$ cat config.mk
export PLATFORM = sky130hd
export DESIGN_NAME = av_palette_loader
export DESIGN_NICKNAME = d
export VERILOG_FILES = /design/src/rtl/av_palette_pkg.sv /design/src/rtl/av_palette_loader.sv
export SDC_FILE = /design/constraint.sdc
export NUM_CORES = 1
export LEC_CHECK = 0
export ABC_AREA = 1
export CORE_AREA = 3 3 107 109
export DETAILED_ROUTE_END_ITERATION = 16
export DIE_AREA = 0 0 110 112
export HOLD_SLACK_MARGIN = 0.1
export PLACE_DENSITY = 0.78
export SYNTH_ARGS = -nofsm -noshare
export SYNTH_HDL_FRONTEND = slang
export SYNTH_SLANG_ARGS = --single-unit
$ cat constraint.sdc
create_clock -name clk_11m_i -period 2.6 [get_ports clk_11m_i]
set_clock_uncertainty 0.15 [all_clocks]
set_input_delay 0.52 -clock clk_11m_i [delete_from_list [all_inputs] [get_ports clk_11m_i]]
set_output_delay 0.52 -clock clk_11m_i [all_outputs]
set_load 0.05 [all_outputs]
$ cat src/rtl/av_palette_pkg.sv
// av_palette_pkg: shared types and constants for the
// Adventure Vision palette loader.
package av_palette_pkg;

  typedef enum logic [1:0] {
    IDLE = 2'd0,
    LOAD = 2'd1,
    PEND = 2'd2
  } pal_state_t;

  localparam logic [127:0] DEFAULT_PAL =
    128'h828214517356305A5F1A3B4900000000;

  typedef struct packed {
    logic [7:0] r;
    logic [7:0] g;
    logic [7:0] b;
  } rgb_t;

  // Byte idx of a palette image, byte 0 in the top bits.
  function automatic logic [7:0] pal_byte(
    input logic [127:0] pal,
    input int           idx
  );
    return pal[127 - 8*idx -: 8];
  endfunction

endpackage

$ cat src/rtl/av_palette_loader.sv
// av_palette_loader: captures a palette file into a shadow
// buffer, validates it and commits it at a frame boundary.
module av_palette_loader
  import av_palette_pkg::*;
#(
  parameter int PAL_BYTES = 16,
  parameter int FG_OFFSET = 0,
  parameter int BG_OFFSET = 9,
  parameter int TIMEOUT_W = 20
) (
  input  logic        clk_11m_i,
  input  logic        reset_n_i,
  input  logic        dl_active_i,
  input  logic        dl_wr_i,
  input  logic [24:0] dl_addr_i,
  input  logic [7:0]  dl_data_i,
  input  logic        vblank_i,
  input  logic        use_pal_i,
  output logic [23:0] fg_o,
  output logic [23:0] bg_o,
  output logic        pal_loaded_o,
  output logic        busy_o,
  output logic        err_o
);

  localparam int AW = $clog2(PAL_BYTES);

  localparam rgb_t DEF_FG = {
    pal_byte(DEFAULT_PAL, FG_OFFSET),
    pal_byte(DEFAULT_PAL, FG_OFFSET + 1),
    pal_byte(DEFAULT_PAL, FG_OFFSET + 2)
  };
  localparam rgb_t DEF_BG = {
    pal_byte(DEFAULT_PAL, BG_OFFSET),
    pal_byte(DEFAULT_PAL, BG_OFFSET + 1),
    pal_byte(DEFAULT_PAL, BG_OFFSET + 2)
  };

  // The counter value written on the commit edge is all ones.
  localparam logic [TIMEOUT_W-1:0] CNT_LAST =
    {TIMEOUT_W{1'b1}} - TIMEOUT_W'(1);

  pal_state_t           state;
  logic [PAL_BYTES-1:0] mask;
  logic                 ovf;
  logic [TIMEOUT_W-1:0] cnt;
  logic                 dl_d;
  logic                 vb_d;
  logic [7:0]           shadow [PAL_BYTES];
  rgb_t                 fg_q;
  rgb_t                 bg_q;
  logic                 loaded_q;
  logic                 err_q;

  logic                 dl_rise;
  logic                 dl_fall;
  logic                 vb_rise;
  logic                 in_range;
  logic [AW-1:0]        idx;
  logic                 commit;
  rgb_t                 new_fg;
  rgb_t                 new_bg;

  assign dl_rise  = dl_active_i & ~dl_d;
  assign dl_fall  = ~dl_active_i & dl_d;
  assign vb_rise  = vblank_i & ~vb_d;
  assign in_range = dl_addr_i < 25'(PAL_BYTES);
  assign idx      = dl_addr_i[AW-1:0];

  // A stalled video path must not hold a palette forever.
  assign commit = vb_rise | ~use_pal_i
                | (cnt == CNT_LAST);

  assign new_fg = {
    shadow[FG_OFFSET],
    shadow[FG_OFFSET + 1],
    shadow[FG_OFFSET + 2]
  };
  assign new_bg = {
    shadow[BG_OFFSET],
    shadow[BG_OFFSET + 1],
    shadow[BG_OFFSET + 2]
  };

  // Shadow buffer: plain registers, contents need no reset.
  always_ff @(posedge clk_11m_i) begin
    if (state == LOAD && dl_wr_i && in_range)
      shadow[idx] <= dl_data_i;
  end

  // Loader FSM, validation and active colour registers.
  always_ff @(posedge clk_11m_i) begin
    if (!reset_n_i) begin
      state    <= IDLE;
      mask     <= '0;
      ovf      <= 1'b0;
      cnt      <= '0;
      dl_d     <= 1'b0;
      vb_d     <= 1'b0;
      fg_q     <= DEF_FG;
      bg_q     <= DEF_BG;
      loaded_q <= 1'b0;
      err_q    <= 1'b0;
    end else begin
      dl_d  <= dl_active_i;
      vb_d  <= vblank_i;
      err_q <= 1'b0;
      case (state)
        IDLE: begin
          if (dl_rise) begin
            mask  <= '0;
            ovf   <= 1'b0;
            state <= LOAD;
          end
        end
        LOAD: begin
          if (dl_wr_i) begin
            if (in_range)
              mask[idx] <= 1'b1;
            else
              ovf <= 1'b1;
          end
          if (dl_fall) begin
            if (&mask && !ovf) begin
              cnt   <= '0;
              state <= PEND;
            end else begin
              err_q <= 1'b1;
              state <= IDLE;
            end
          end
        end
        PEND: begin
          cnt <= cnt + TIMEOUT_W'(1);
          if (commit) begin
            fg_q     <= new_fg;
            bg_q     <= new_bg;
            loaded_q <= 1'b1;
            state    <= IDLE;
          end
          if (dl_rise) begin
            mask  <= '0;
            ovf   <= 1'b0;
            state <= LOAD;
          end
        end
        default: state <= IDLE;
      endcase
    end
  end

  assign fg_o         = fg_q;
  assign bg_o         = bg_q;
  assign pal_loaded_o = loaded_q;
  assign busy_o       = (state != IDLE);
  assign err_o        = err_q;

endmodule

-- Yosys cells after proc, flatten, opt, wreduce, memory -nomap -nowiden
Memory sizes are Yosys's and may differ from the RTL's. A register that Yosys moved wholly into a read port is not among the register bits.
Cells that the tools add are included.
- flip-flop bits (word level): 43
- input port bits: 39
- output and inout port bits: 51
- memories: 1
- logic and storage cells: 79
- RAM bits: 128
- memories (memory ; words ; width ; read ports ; clocked after memory_dff ; wr ports ; line ; source):
    shadow ; 16 ; 8 ; 6 ; 6 ; 1 ; av_palette_loader.sv:49 ; logic [7:0] shadow [PAL_BYTES];
- mux-type cells: 22
- bitwise operators: 10
- equal/unequal tests: 11
- $add $sub $neg: 1
- reduce and logical (&&, ||, !) cells: 23
- order comparisons: 3
- operators with widths (kind ; number):
    $mux W16 ; 3
    $mux W20 ; 2
    $pmux W20 S2 ; 1
    $pmux W16 S2 ; 1
    $lt A25 B5 Y1 const B ; 1
    $add A20 B1 Y20 const B ; 1
    $eq A20 B20 Y1 const B ; 1
    $or A16 B16 Y16 ; 1
    $reduce_and A16 Y1 ; 1
    $mux W2 ; 5
    $ne A2 B2 Y1 const B ; 5
    $reduce_and A3 Y1 ; 3
    $reduce_and A4 Y1 ; 2
    $logic_not A1 Y1 ; 7
    $mux W1 ; 7
    $pmux W2 S3 ; 1
    $reduce_bool A2 Y1 ; 3
    $lt A4 B5 Y1 const B ; 1
    $demux W1 S4 ; 1
    $ge A4 B1 Y1 const B ; 1
    $logic_and A1 B1 Y1 ; 4
    $ne A2 B1 Y1 const B ; 2
    $not A1 Y1 ; 4
    $and A1 B1 Y1 ; 3
    8 further kinds ; 9

-- Longest topological paths before layout
Gate-level depths: netlist of the first run.
- depth after elaboration: 8
- gate-level depth with buffers: 11
- mapped depth without buffers: 9

-- Worst setup path before layout of the first run
No wires, ideal clock.
- kind: input -> register
- start: in dl_addr_i[12]
- end: mem shadow[11][0], enable pin
- stages on the path: 5
- data required time: 2067 ps
- setup slack: 443 ps
- setup time: 383 ps
- path buffers: 0
- data arrival time: 1624 ps
- cells stage by stage: nor2_1 nand2_1 nor2_1 nand4_2 nor3_1
- cells in the longest elaborated chain, start to end: 4
- RTL lines (element ; line ; source):
    start: declaration ; av_palette_loader.sv:15 ; input logic [24:0] dl_addr_i,
    $lt A25 B5 Y1 ; av_palette_loader.sv:67 ; assign in_range = dl_addr_i < 25'(PAL_BYTES);
    $logic_and A1 B1 Y1 ; av_palette_loader.sv:87 ; if (state == LOAD && dl_wr_i && in_range)
    $mux W1 ; av_palette_loader.sv:87 ;
    $mux W1 (not written as such) ; av_palette_loader.sv:88 ; shadow[idx] <= dl_data_i;
    end: declaration ; av_palette_loader.sv:49 ;
No other way between the ends.

-- Worst setup path after layout of the first run
- start: reg, netlist name fg_o[4]
- end: out fg_o[4]
- RTL lines (element ; line ; source):
    end: declaration ; av_palette_loader.sv:19 ; output logic [23:0] fg_o,
No word-level cell between the ends.

==> impl_results.md, run 1 <==
* Top cell types by occurrence after synthesis: 135 x nand2_1, 114 x nand3_1, 91 x dfxtp_1
* 1st-iter DRT viols at 385
* Number of global-route vias before repair at 4,625
* Main synth FF type: dfxtp_1
* Number of distinct library cell variants in the gate-level netlist after synthesis at 27
* Core area at 10,700 µm²
* Total net switching power at 1.08 mW
* Least-Margin Pin Slew at 0.672 ns
* Static Leakage at 2.50 nW
* Syn-to-layout area delta at 28.3%
* Share of post-route cells with drive strength above 1 at 7.45%
* Number of instances in the synthesized netlist at 647
* DRT Pass-1 Iters at 5
* Total negative slack for setup checks at 0 ns
* Sequential-to-total area share from yosys stat at 58.7%
* Power per unit of standard cell area at 648 nW/µm²
* Final setup viols at 0
* Met3 global-route usage at 6.43%
* Global-route track usage on met1 at 29.5%
* Clock network latency to the later pin of the worst-skew pair at 0.52 ns
* Pins Over Slew Limit at 0
* Part of the total power dissipated in combinational logic at 6.4%
* Clock transition at the register clock pins on the worst setup and hold paths after CTS at 0.06 ns
* Std-Cell Rows at 38
* Cell-internal power at 3.54 mW
* Required time of the critical path at 1.93 ns
* Die W at 110 µm
* CTS tree: built
* Hold Fails Final Rpt at 0
* Maximum level of the CTS H-tree at 4
* Number of buffers added by the clock tree synthesis step at 17
* Root buffer cell: clkbuf_8
* Arrival @ worst endpoint at 1.73 ns
* Wirelength, routed at 13,300 µm
* Post-route DRC at 0
* Nature of the critical path endpoint: primary output
* Share of total power in sequential cells at 49.4%
* Relative slew slack at 55.2%
* Final Critical Period at 2.40 ns
* Startpoint types: flop
* Max incr delay on CP at 0.83 ns
* Initial core utilization at 51.9%
* Number of buffer and inverter stages on the critical path at 1
* Maximum number of pins on one net before global-route repair at 68
* Portion of synthesized cell area occupied by the leading cell type at 32.8%
* Peak supply drop at 0.000769 V
* Leading area contributor after synthesis: dfxtp_1
* Syn Area/Cell at 8.59 µm²
* Placement Setup Slack at 0.214 ns
* Run status: finished, final reports clean
* Worst min path class: reg -> reg
* Wirelength per Cell at 14.9 µm
* Overall die area at 12,300 µm²
* Clock power frac at 44.2%
* Switching portion of total power at 23.3%
* Global routing usage summed across all routing layers at 23.0%
* Total gr overflow at 0
* Detailed placer's ending HPWL at 8970 µm
* MaxCap Viol Count at 0
* Final worst-path cycle share at 92.3%
* Final nets at 780
* Count of input and output buffers at 89
* Top cells by area in the synthesized netlist: dfxtp_1 33%, edfxtp_1 26%, nand3_1 10%
* First-pass GRT wire length at 21,900 µm
* Min setup slack post-route at 0.200 ns
* Maximum buffer depth of the clock tree at 2
* Antenna Cells at 0
* Synth warn at 0
* Antenna violations before repair at 0
* Summed instance area of the synthesized netlist at 5560 µm²
* Cell type group with the largest total delay on the critical path: buffers and inverters
* Top Ports at 90
* Post-synthesis net count at 688
* FF+latch count, synth at 139
* Post-CTS setup buffer count at 0
* Share of flip-flops with an asynchronous set or reset at 0%
* Slowest CP cell: clkdlybuf4s50_1
* Most repeated cell in the gate-level netlist after synthesis: nand2_1
* Number of vias after detailed routing at 4,760
* Critical path class: reg -> out
* Post-layout total power at 4.62 mW
* Highest net fanout along the worst path at 2
* Met2 usage at 36.7%
* Fmax at 417 MHz
* Number of sinks driven by the clock tree at 139
* Cell Chain, Critical Path: clkdlybuf4s50_1
* Antenna Nets Post-Route at 0
* Final weighted congestion in routability-driven placement at 0.906
* Global route hottest layer: met2
* Post-DR vias/cell at 5.34
* Unrepaired setup endpoints after global routing: false
* Fin util at 66.6%
* EDFF count, synth at 48
* Vert. Die Dim at 112 µm
[flip-flops by register name, indices dropped and copies added (netlist names)]
name	flops
cnt	20
ovf	1
mask	16
dl_d	1
fg_o	24
pal_loaded_o	1
bg_o	24
vb_d	1
shadow	48
err_o	1
state	2
[metal layers]
layer / up-vias / share of wire, %
met3: 23 / 7.0
li1: 2343 / -
met4: 0 / 2.0
met1: 2214 / 43
met5: - / 0
met2: 180 / 49
[layout by cell type, fill, tap and decap left out, drive strengths merged, types with 6 or more instances in the layout]
cell / netlist / layout
a21oi: 71 / 71
buf: 12 / 15
clkbuf: 19 / 21
clkdlybuf4s50: 0 / 88
clkinv: 1 / 10
dfxtp: 91 / 91
edfxtp: 48 / 48
inv: 51 / 51
nand2: 137 / 137
nand3: 114 / 114
nand4: 6 / 6
nor2: 66 / 66
nor3: 8 / 8
o21ai: 8 / 8
or2: 6 / 6
[path summary, 6_finish.rpt]
path	cells past startpoint	start	slack (ns)	endpoint
setup / recovery	1	fg_o[4]$_SDFFE_PN1P_	0.20	fg_o[4]
hold / removal	2	mask[1]$_SDFFE_PN0P_	0.30	mask[1]$_SDFFE_PN0P_
setup reg to reg	7	cnt[11]$_SDFFE_PN0P_	0.48	bg_o[1]$_SDFFE_PN0P_
hold reg to reg	2	mask[1]$_SDFFE_PN0P_	0.30	mask[1]$_SDFFE_PN0P_
[what timing repair did]
action,in CTS,in global routing
hold buffers,0,0
setup endpoints to repair,1,0
resized for setup,1,0
[final cells by class]
cell class / instances / area [µm²]
fillers: 874 / 3570
well taps: 140 / 175
multi-input cells: 425 / 1960
flip-flops and latches: 139 / 3260
clock inverters: 11 / 75.1
clock buffers: 21 / 429
repair buffers: 104 / 1030
inverters: 52 / 195
[power by group through the flow]
| stage | logic, mW | registers, mW | clock network (mW) |
|---|---|---|---|
| floorplan | 0.118 | 2.37 | 0 |
| global placement | 0.291 | 2.33 | 0 |
| detailed placement | 0.297 | 2.33 | 0 |
| CTS | 0.298 | 2.28 | 2.07 |
| global route | 0.323 | 2.28 | 2.17 |
| finish | 0.298 | 2.28 | 2.04 |
[per-stage QoR]
step           area, µm²  instances  hold WS [ns]
2_1_floorplan       5560        647         0.280
3_3_place_gp        6620        860         0.287
3_5_place_dp        6620        860         0.294
4_1_cts             7130        892         0.303
5_1_grt             7130        892         0.323
6_report            7130        892         0.300
[cells by family after synthesis]
kind of cell,synth area share [%]
compound gates,8.06
flops,58.7
simple gates,26.5
fa+ha+maj,0.450
buf+inv,6.24
Power figures use the tool's default switching activity.
==> inputs of run 2 (changes only) <==
Settings changed: SLEW_MARGIN set to 40.
==> results of run 2 <==
No change in the layout: final DEF, timing and power equal those of run 1.
